===== src/rtl/umul_seq_ctrl_pkg.sv =====
// ---------------------------------------------------------------------------
// umul_seq_ctrl_pkg
//   Shared definitions for the unary-multiplier sequencer:
//     - state_e    : 2-bit FSM encoding (IDLE/LOAD/RUN/DONE)
//     - RUN_LEN    : cycles in one unary run for the default width
//     - run_len()  : the same quantity for any width
// ---------------------------------------------------------------------------
package umul_seq_ctrl_pkg;

    localparam int DEF_BITWIDTH = 8;

    // One run streams the full unary frame: 2^BITWIDTH cycles.
    localparam int RUN_LEN = 1 << DEF_BITWIDTH;

    typedef enum logic [1:0] {
        ST_IDLE = 2'd0,
        ST_LOAD = 2'd1,
        ST_RUN  = 2'd2,
        ST_DONE = 2'd3
    } state_e;

    function automatic int run_len(input int bw);
        return 1 << bw;
    endfunction

endpackage : umul_seq_ctrl_pkg


===== src/rtl/umul_seq_ctrl_unary_gen.sv =====
// ---------------------------------------------------------------------------
// umul_unary_gen
//   Binary-to-unary converter for operand A. A BITWIDTH-bit cycle counter
//   walks 0..2^BITWIDTH-1 while i_run is high; the registered output bit is
//   high for the first A cycles of the run (o_core_a = A > cnt).
//
// Ports
//   iClk      in   1         clock, posedge
//   iRstN     in   1         synchronous active-low reset
//   i_start   in   1         LOAD cycle: preload counter 0 and first A bit
//   i_run     in   1         RUN cycle: advance counter
//   i_abort   in   1         drop the run, counter and A bit back to 0
//   i_a_val   in   BITWIDTH  registered operand A
//   o_core_a  out  1         unary A bit (registered)
//   o_last    out  1         current RUN cycle is the final one (cnt all ones)
//   o_cnt     out  BITWIDTH  current cycle index inside the run
// ---------------------------------------------------------------------------
module umul_unary_gen
    import umul_seq_ctrl_pkg::*;
#(
    parameter int BITWIDTH = DEF_BITWIDTH
) (
    input  logic                iClk,
    input  logic                iRstN,
    input  logic                i_start,
    input  logic                i_run,
    input  logic                i_abort,
    input  logic [BITWIDTH-1:0] i_a_val,
    output logic                o_core_a,
    output logic                o_last,
    output logic [BITWIDTH-1:0] o_cnt
);

    localparam logic [BITWIDTH-1:0] LAST_CNT = BITWIDTH'(run_len(BITWIDTH) - 1);

    logic [BITWIDTH-1:0] r_cnt;
    logic                r_core_a;
    logic [BITWIDTH-1:0] w_cnt_next;
    logic                w_last;

    assign w_cnt_next = r_cnt + BITWIDTH'(1);
    assign w_last     = i_run && (r_cnt == LAST_CNT);

    // The A bit is computed one cycle ahead from the next count, so the
    // registered bit lines up with the count it belongs to (A > cnt).
    always_ff @(posedge iClk) begin
        if (!iRstN || i_abort) begin
            r_cnt    <= '0;
            r_core_a <= 1'b0;
        end else if (i_start) begin
            r_cnt    <= '0;
            r_core_a <= (i_a_val != '0);
        end else if (i_run) begin
            if (w_last) begin
                r_cnt    <= '0;
                r_core_a <= 1'b0;
            end else begin
                r_cnt    <= w_cnt_next;
                r_core_a <= (i_a_val > w_cnt_next);
            end
        end
    end

    assign o_core_a = r_core_a;
    assign o_last   = w_last;
    assign o_cnt    = r_cnt;

endmodule : umul_unary_gen


===== src/rtl/umul_seq_ctrl.sv =====
// ---------------------------------------------------------------------------
// umul_seq_ctrl
//   Sequencer for one replicated unary multiplier core. Takes an (A,B) pair,
//   loads B into the core and clears its Sobol RNG (LOAD, 1 cycle), streams A
//   as a unary bitstream for 2^BITWIDTH cycles (RUN), counts the core's oMult
//   ones into a binary product and offers it to the consumer (DONE).
//
// Ports
//   iClk        in   1         clock, posedge
//   iRstN       in   1         synchronous active-low reset
//   iReqValid   in   1         operand pair valid
//   oReqReady   out  1         can accept operands (IDLE only)
//   iAVal       in   BITWIDTH  operand A (unary-coded here)
//   iBVal       in   BITWIDTH  operand B (forwarded to core)
//   oCoreA      out  1         unary A bit -> core iA
//   oCoreB      out  BITWIDTH  registered B -> core iB
//   oCoreLoadB  out  1         -> core loadB
//   oCoreClr    out  1         -> core iClr
//   iCoreMult   in   1         <- core oMult
//   oResValid   out  1         product valid
//   iResReady   in   1         consumer accepts product
//   oResult     out  BITWIDTH  product (count of oMult ones in one run)
//   oBusy       out  1         high in LOAD/RUN/DONE
//   oDbgState   out  state_e   current FSM state (debug)
//   iAbort      in   1         only with UMUL_SEQ_ABORT_EN: drop LOAD/RUN
//
// Build option: define UMUL_SEQ_ABORT_EN to add iAbort.
//
// Handshakes: a transfer happens on a rising clock edge where both valid and
// ready are high. The requester holds iAVal/iBVal stable while iReqValid is
// high; oResult stays stable while oResValid is high until the transfer.
// ---------------------------------------------------------------------------
module umul_seq_ctrl
    import umul_seq_ctrl_pkg::*;
#(
    parameter int BITWIDTH = DEF_BITWIDTH
) (
    input  logic                iClk,
    input  logic                iRstN,
    input  logic                iReqValid,
    output logic                oReqReady,
    input  logic [BITWIDTH-1:0] iAVal,
    input  logic [BITWIDTH-1:0] iBVal,
    output logic                oCoreA,
    output logic [BITWIDTH-1:0] oCoreB,
    output logic                oCoreLoadB,
    output logic                oCoreClr,
    input  logic                iCoreMult,
    output logic                oResValid,
    input  logic                iResReady,
    output logic [BITWIDTH-1:0] oResult,
    output logic                oBusy,
    output state_e              oDbgState
`ifdef UMUL_SEQ_ABORT_EN
    ,
    input  logic                iAbort
`endif
);

    state_e              r_state;
    logic [BITWIDTH-1:0] r_a;
    logic [BITWIDTH-1:0] r_b;
    logic                r_load_b;
    logic                r_clr;
    logic [BITWIDTH-1:0] r_acc;
    logic [BITWIDTH-1:0] r_result;
    logic                r_req_ready;
    logic                r_res_valid;
    logic                r_busy;

    logic                w_abort;
    logic                w_gen_abort;
    logic                w_start;
    logic                w_run;
    logic                w_last;
    logic                w_req_fire;
    logic [BITWIDTH-1:0] w_acc_sum;
    logic [BITWIDTH-1:0] w_cnt;

`ifdef UMUL_SEQ_ABORT_EN
    assign w_abort = iAbort;
`else
    assign w_abort = 1'b0;
`endif

    // Abort only matters while a run is being set up or streamed.
    assign w_gen_abort = w_abort && ((r_state == ST_LOAD) || (r_state == ST_RUN));
    assign w_start     = (r_state == ST_LOAD);
    assign w_run       = (r_state == ST_RUN);
    assign w_req_fire  = iReqValid && r_req_ready;

    // At most 2^BITWIDTH-1 ones per run (A ones in), so the sum cannot wrap.
    assign w_acc_sum = r_acc + BITWIDTH'(iCoreMult);

    umul_unary_gen #(
        .BITWIDTH (BITWIDTH)
    ) u_unary_gen (
        .iClk     (iClk),
        .iRstN    (iRstN),
        .i_start  (w_start),
        .i_run    (w_run),
        .i_abort  (w_gen_abort),
        .i_a_val  (r_a),
        .o_core_a (oCoreA),
        .o_last   (w_last),
        .o_cnt    (w_cnt)
    );

    always_ff @(posedge iClk) begin
        if (!iRstN) begin
            r_state     <= ST_IDLE;
            r_a         <= '0;
            r_b         <= '0;
            r_load_b    <= 1'b0;
            r_clr       <= 1'b0;
            r_acc       <= '0;
            r_result    <= '0;
            r_req_ready <= 1'b1;
            r_res_valid <= 1'b0;
            r_busy      <= 1'b0;
        end else begin
            case (r_state)
                ST_IDLE: begin
                    if (w_req_fire) begin
                        r_a         <= iAVal;
                        r_b         <= iBVal;
                        r_load_b    <= 1'b1;
                        r_clr       <= 1'b1;
                        r_req_ready <= 1'b0;
                        r_busy      <= 1'b1;
                        r_state     <= ST_LOAD;
                    end
                end

                ST_LOAD: begin
                    r_load_b <= 1'b0;
                    r_clr    <= 1'b0;
                    r_acc    <= '0;
                    if (w_abort) begin
                        r_req_ready <= 1'b1;
                        r_busy      <= 1'b0;
                        r_state     <= ST_IDLE;
                    end else begin
                        r_state <= ST_RUN;
                    end
                end

                ST_RUN: begin
                    if (w_abort) begin
                        r_req_ready <= 1'b1;
                        r_busy      <= 1'b0;
                        r_state     <= ST_IDLE;
                    end else begin
                        r_acc <= w_acc_sum;
                        // The final cycle's oMult bit is folded straight into
                        // the product rather than waiting one more cycle.
                        if (w_last) begin
                            r_result    <= w_acc_sum;
                            r_res_valid <= 1'b1;
                            r_state     <= ST_DONE;
                        end
                    end
                end

                ST_DONE: begin
                    if (iResReady) begin
                        r_res_valid <= 1'b0;
                        r_req_ready <= 1'b1;
                        r_busy      <= 1'b0;
                        r_state     <= ST_IDLE;
                    end
                end

                default: begin
                    r_load_b    <= 1'b0;
                    r_clr       <= 1'b0;
                    r_res_valid <= 1'b0;
                    r_req_ready <= 1'b1;
                    r_busy      <= 1'b0;
                    r_state     <= ST_IDLE;
                end
            endcase
        end
    end

    // The cycle index is carried for debug probing only.
    logic w_cnt_unused;
    assign w_cnt_unused = ^w_cnt;

    assign oReqReady  = r_req_ready;
    assign oCoreB     = r_b;
    assign oCoreLoadB = r_load_b;
    assign oCoreClr   = r_clr;
    assign oResValid  = r_res_valid;
    assign oResult    = r_result;
    assign oBusy      = r_busy;
    assign oDbgState  = r_state;

endmodule : umul_seq_ctrl


===== config.mk =====
export PLATFORM = sky130hd
export DESIGN_NAME = umul_seq_ctrl
export DESIGN_NICKNAME = d
export VERILOG_FILES = /design/src/rtl/umul_seq_ctrl_pkg.sv /design/src/rtl/umul_seq_ctrl_unary_gen.sv /design/src/rtl/umul_seq_ctrl.sv
export SDC_FILE = /design/constraint.sdc
export NUM_CORES = 1
export LEC_CHECK = 0
export CAP_MARGIN = 20
export CORE_ASPECT_RATIO = 1.4
export CORE_MARGIN = 2
export CORE_UTILIZATION = 45
export DETAILED_ROUTE_END_ITERATION = 7
export PLACE_DENSITY = 0.75
export SLEW_MARGIN = 20
export SYNTH_ARGS = -nofsm -noshare
export SYNTH_HDL_FRONTEND = slang
export SYNTH_SLANG_ARGS = --single-unit

===== constraint.sdc =====
create_clock -name iClk -period 2.2 [get_ports iClk]
set_input_delay 0.33 -clock iClk [delete_from_list [all_inputs] [get_ports iClk]]
set_output_delay 0.33 -clock iClk [all_outputs]
set_load 0.01 [all_outputs]

==> results.yml <==
synth:
  synthCells: 272
  synth-edff-count: 0
  yosys.area.top_type: "dfxtp_1"
  yosysSeqAreaShare_pct: 40.2
  synthTopCellsByArea: "dfxtp_1, ha_1, nand2_1, a21boi_0, xor2_1"
  yosys_register_bits: 47
  synthMostInstantiatedCell: "nand2_1"
  syn_nets: 309
  synthesis.area_sq_um: 2340
  syn_area_per_cell_sq_um: 8.60
  ys_async_sr_fraction_pct: 0
  synth_top_area_share_pct: 40.2
  yosysUniqueCellTypes: 40
  synth_top_flop_cell: "dfxtp_1"
  yosys-top-cells-count: "nand2_1, dfxtp_1, a21boi_0, nor2_1, ha_1"
  yosys_warnings: 0
global_routing:
  grtUsageTotal_pct: 18.1
  grt_overflow: 0
  grt_pass1_vias: 1934
  grt_start_max_net_pins: 26
  antenna_found_initial: 0
  grt_pass1_wl_mm: 8.30
critical_path:
  slowest_delay_ns: 0.38
  path_class: "reg -> reg"
  cp_top_family: "compound AO/OA/AOI/OAI gates"
  cpMostUsedCell: "ha_1"
  cp_max_fo: 4
  worst_ep_arrival_time_ns: 2.24
  cp-start-kind: "flop"
  endpoint_kind: "flop"
  crit_chain: "ha_1, nand3_2, nor2_2, xnor2_1, ha_1, a21oi_1, nand2_1, a211o_1, a22o_1"
  worstSetupStartpoint: "u_unary_gen.o_cnt[1]$_SDFFE_PP0P_"
  regToRegStartpoint: "u_unary_gen.o_cnt[1]$_SDFFE_PP0P_"
  path_depth: 9
  ff2ff_path_depth: 9
  required_ns: 2.40
  slowest_stage: "dfxtp_1"
  worst-path-buf-inv: 0
cts:
  clock-root-buffer: "clkbuf_8"
  clock-sinks: 47
  cts.clk_slew.worst_paths_ns: 0.09
  cts_max_level: 2
  cts_buffers: 5
  holdBufCountCts: 0
  clock_path_buffers: 2
  clk_latency_ns: 0.30
  cts_tree: "built"
  post_cts_buffers: 0
floorplanning:
  rows: 31
  die_x_um: 64.9
  start_util_pct: 46.0
  coreArea_sq_um: 5080
  io_pins: 45
  die_h_um: 89.3
  die_area_sq_um: 5800
timing:
  rsz0062_at_grt: "false"
  fin_crit_ns: 2.04
  hold_violations: 0
  worst_pin_slew_ns: 0.412
  fmax_ghz: 0.490
  fin_crit_sh_pct: 92.7
  slew_headroom_pct: 72.3
  setup_viol: 0
  final.setup.tns_ns: 0
  maxSlewViolCount: 0
  fin_worst_skew_ns: 0.0114
cells_and_area:
  n_fill_cell: 452
  stdcell_area_sq_um: 3030
  drive_gt1_share_pct: 8.05
  final_nets: 359
  syn_to_final_growth_pct: 29.5
  antennaDiodeCount: 0
placement:
  place_area_sq_um: 2890
  gp_congestion: 0.866
  io_buffers: 44
  dp_hpwl_mm: 3.54
route:
  postRouteAntennaNets: 0
  firstDrtPassIters: 4
  routed_wl_mm: 4.92
  vias_per_cell: 5.11
  drc: 0
  first_iter_violations: 112
  vias: 1988
  routedWlPerCell_um: 12.6
job:
  maxCapViolCount: 0
power_and_ir_drop:
  ir_worst_vdd_uv: 546
  cellPowerDensity_nw_per_um2: 919
  leakage_uw: 0.00117
status:
  outcome: "completed"
hold_path:
  min_delay_path_depth: 2
  hold_class: "reg -> reg"
  min_from: "oCoreB[3]$_SDFFE_PN0P_"
-- metal layers --
metal	part of all wire [%]	GRT usage, %	vias up
met3	4.1	3.90	10
li1	-	-	1024
met2	50	33.6	44
met4	2.1	6.00	0
met5	0	0	-
met1	44	20.6	910
-- placed cells by master (no fill, tap or decap), types with 2 or more instances in the layout --
cell	count
xnor2_1	6
clkdlybuf4s50_1	44
o211a_1	5
nor2_1	19
nor3_1	2
nand4_1	3
dfxtp_1	46
nand3_1	11
mux2i_1	2
nand2_1	53
nand2b_1	3
bufinv_16	2
a21boi_0	20
nor2b_1	9
clkbuf_8	5
inv_1	8
o21ai_0	9
o21a_1	2
xor2_1	9
buf_4	12
and2_1	2
nor4_1	3
a2bb2oi_1	2
and3_1	3
ha_1	16
a21oi_1	9
-- report_power, final --
part	internal [uW]	switching, uW	leakage, uW
clock	454	295	0.0000654
combinational	468	517	0.000724
sequential	957	90.1	0.000382
total	1880	902	0.00117
-- sequential cells by signal, summed over array words and instances (netlist names), 2 cells and up --
register and flops:
oCoreB 8, oResult 8, oDbgState 2, r_a 8
r_acc 8, u_unary_gen.o_cnt 8
-- final timing paths --
path,to,slack [ns]
setup / recovery,u_unary_gen.o_core_a$_SDFFE_PN0P_,0.16
hold / removal,oCoreB[3]$_SDFFE_PN0P_,0.46
setup reg to reg,u_unary_gen.o_core_a$_SDFFE_PN0P_,0.16
hold reg to reg,oCoreB[3]$_SDFFE_PN0P_,0.46
-- area by class of cell --
class / instances / area (sq um) / area share, %
sequential: 47 / 942 / 31.1
inverter: 9 / 33.8 / 1.12
multi-input combinational: 203 / 1310 / 43.2
tap: 66 / 82.6 / 2.73
clock inverter: 2 / 60.1 / 1.98
timing repair buffer: 56 / 531 / 17.5
clock buffer: 6 / 72.6 / 2.40
-- timing repair --
| action | CTS | global route |
|---|---|---|
| endpoints found under the setup margin | 0 | 1 |
| gates resized for setup | 0 | 2 |
| hold endpoints to repair | 0 | 0 |
-- cell families after synthesis --
family | Yosys count | share of synthesized area [%]
AO/OA/AOI/OAI | 57 | 18.1
XOR/XNOR | 15 | 5.62
adder cells (fa/ha/maj) | 16 | 8.56
buffers and inverters | 22 | 4.01
multiplexers | 2 | 0.856
AND/OR/NAND/NOR | 113 | 22.6
flip-flops | 47 | 40.2
-- per-stage QoR --
| stage | total power (uW) | setup WS [ns] | hold slack [ns] | cells | util [%] |
|---|---|---|---|---|---|
| floorplan | 1660 | 0.0646 | 0.451 | 272 | - |
| global placement | 2040 | 0.168 | 0.449 | 381 | 56.9 |
| detailed placement | 2060 | 0.0953 | 0.456 | 381 | 56.9 |
| CTS | 2800 | 0.0807 | 0.469 | 389 | 59.5 |
| global route | 2970 | 0.0173 | 0.490 | 389 | 59.6 |
| finish | 2780 | 0.161 | 0.464 | 389 | 59.6 |
-- worst reg2reg max path, stage by stage, from the launching register on --
cell	delay, ns
dfxtp_1	0.38
ha_1	0.20
nand3_2	0.10
nor2_2	0.15
xnor2_1	0.14
ha_1	0.28
a21oi_1	0.15
nand2_1	0.07
a211o_1	0.28
a22o_1	0.20
Note: power is estimated with default switching activity, not from simulation.
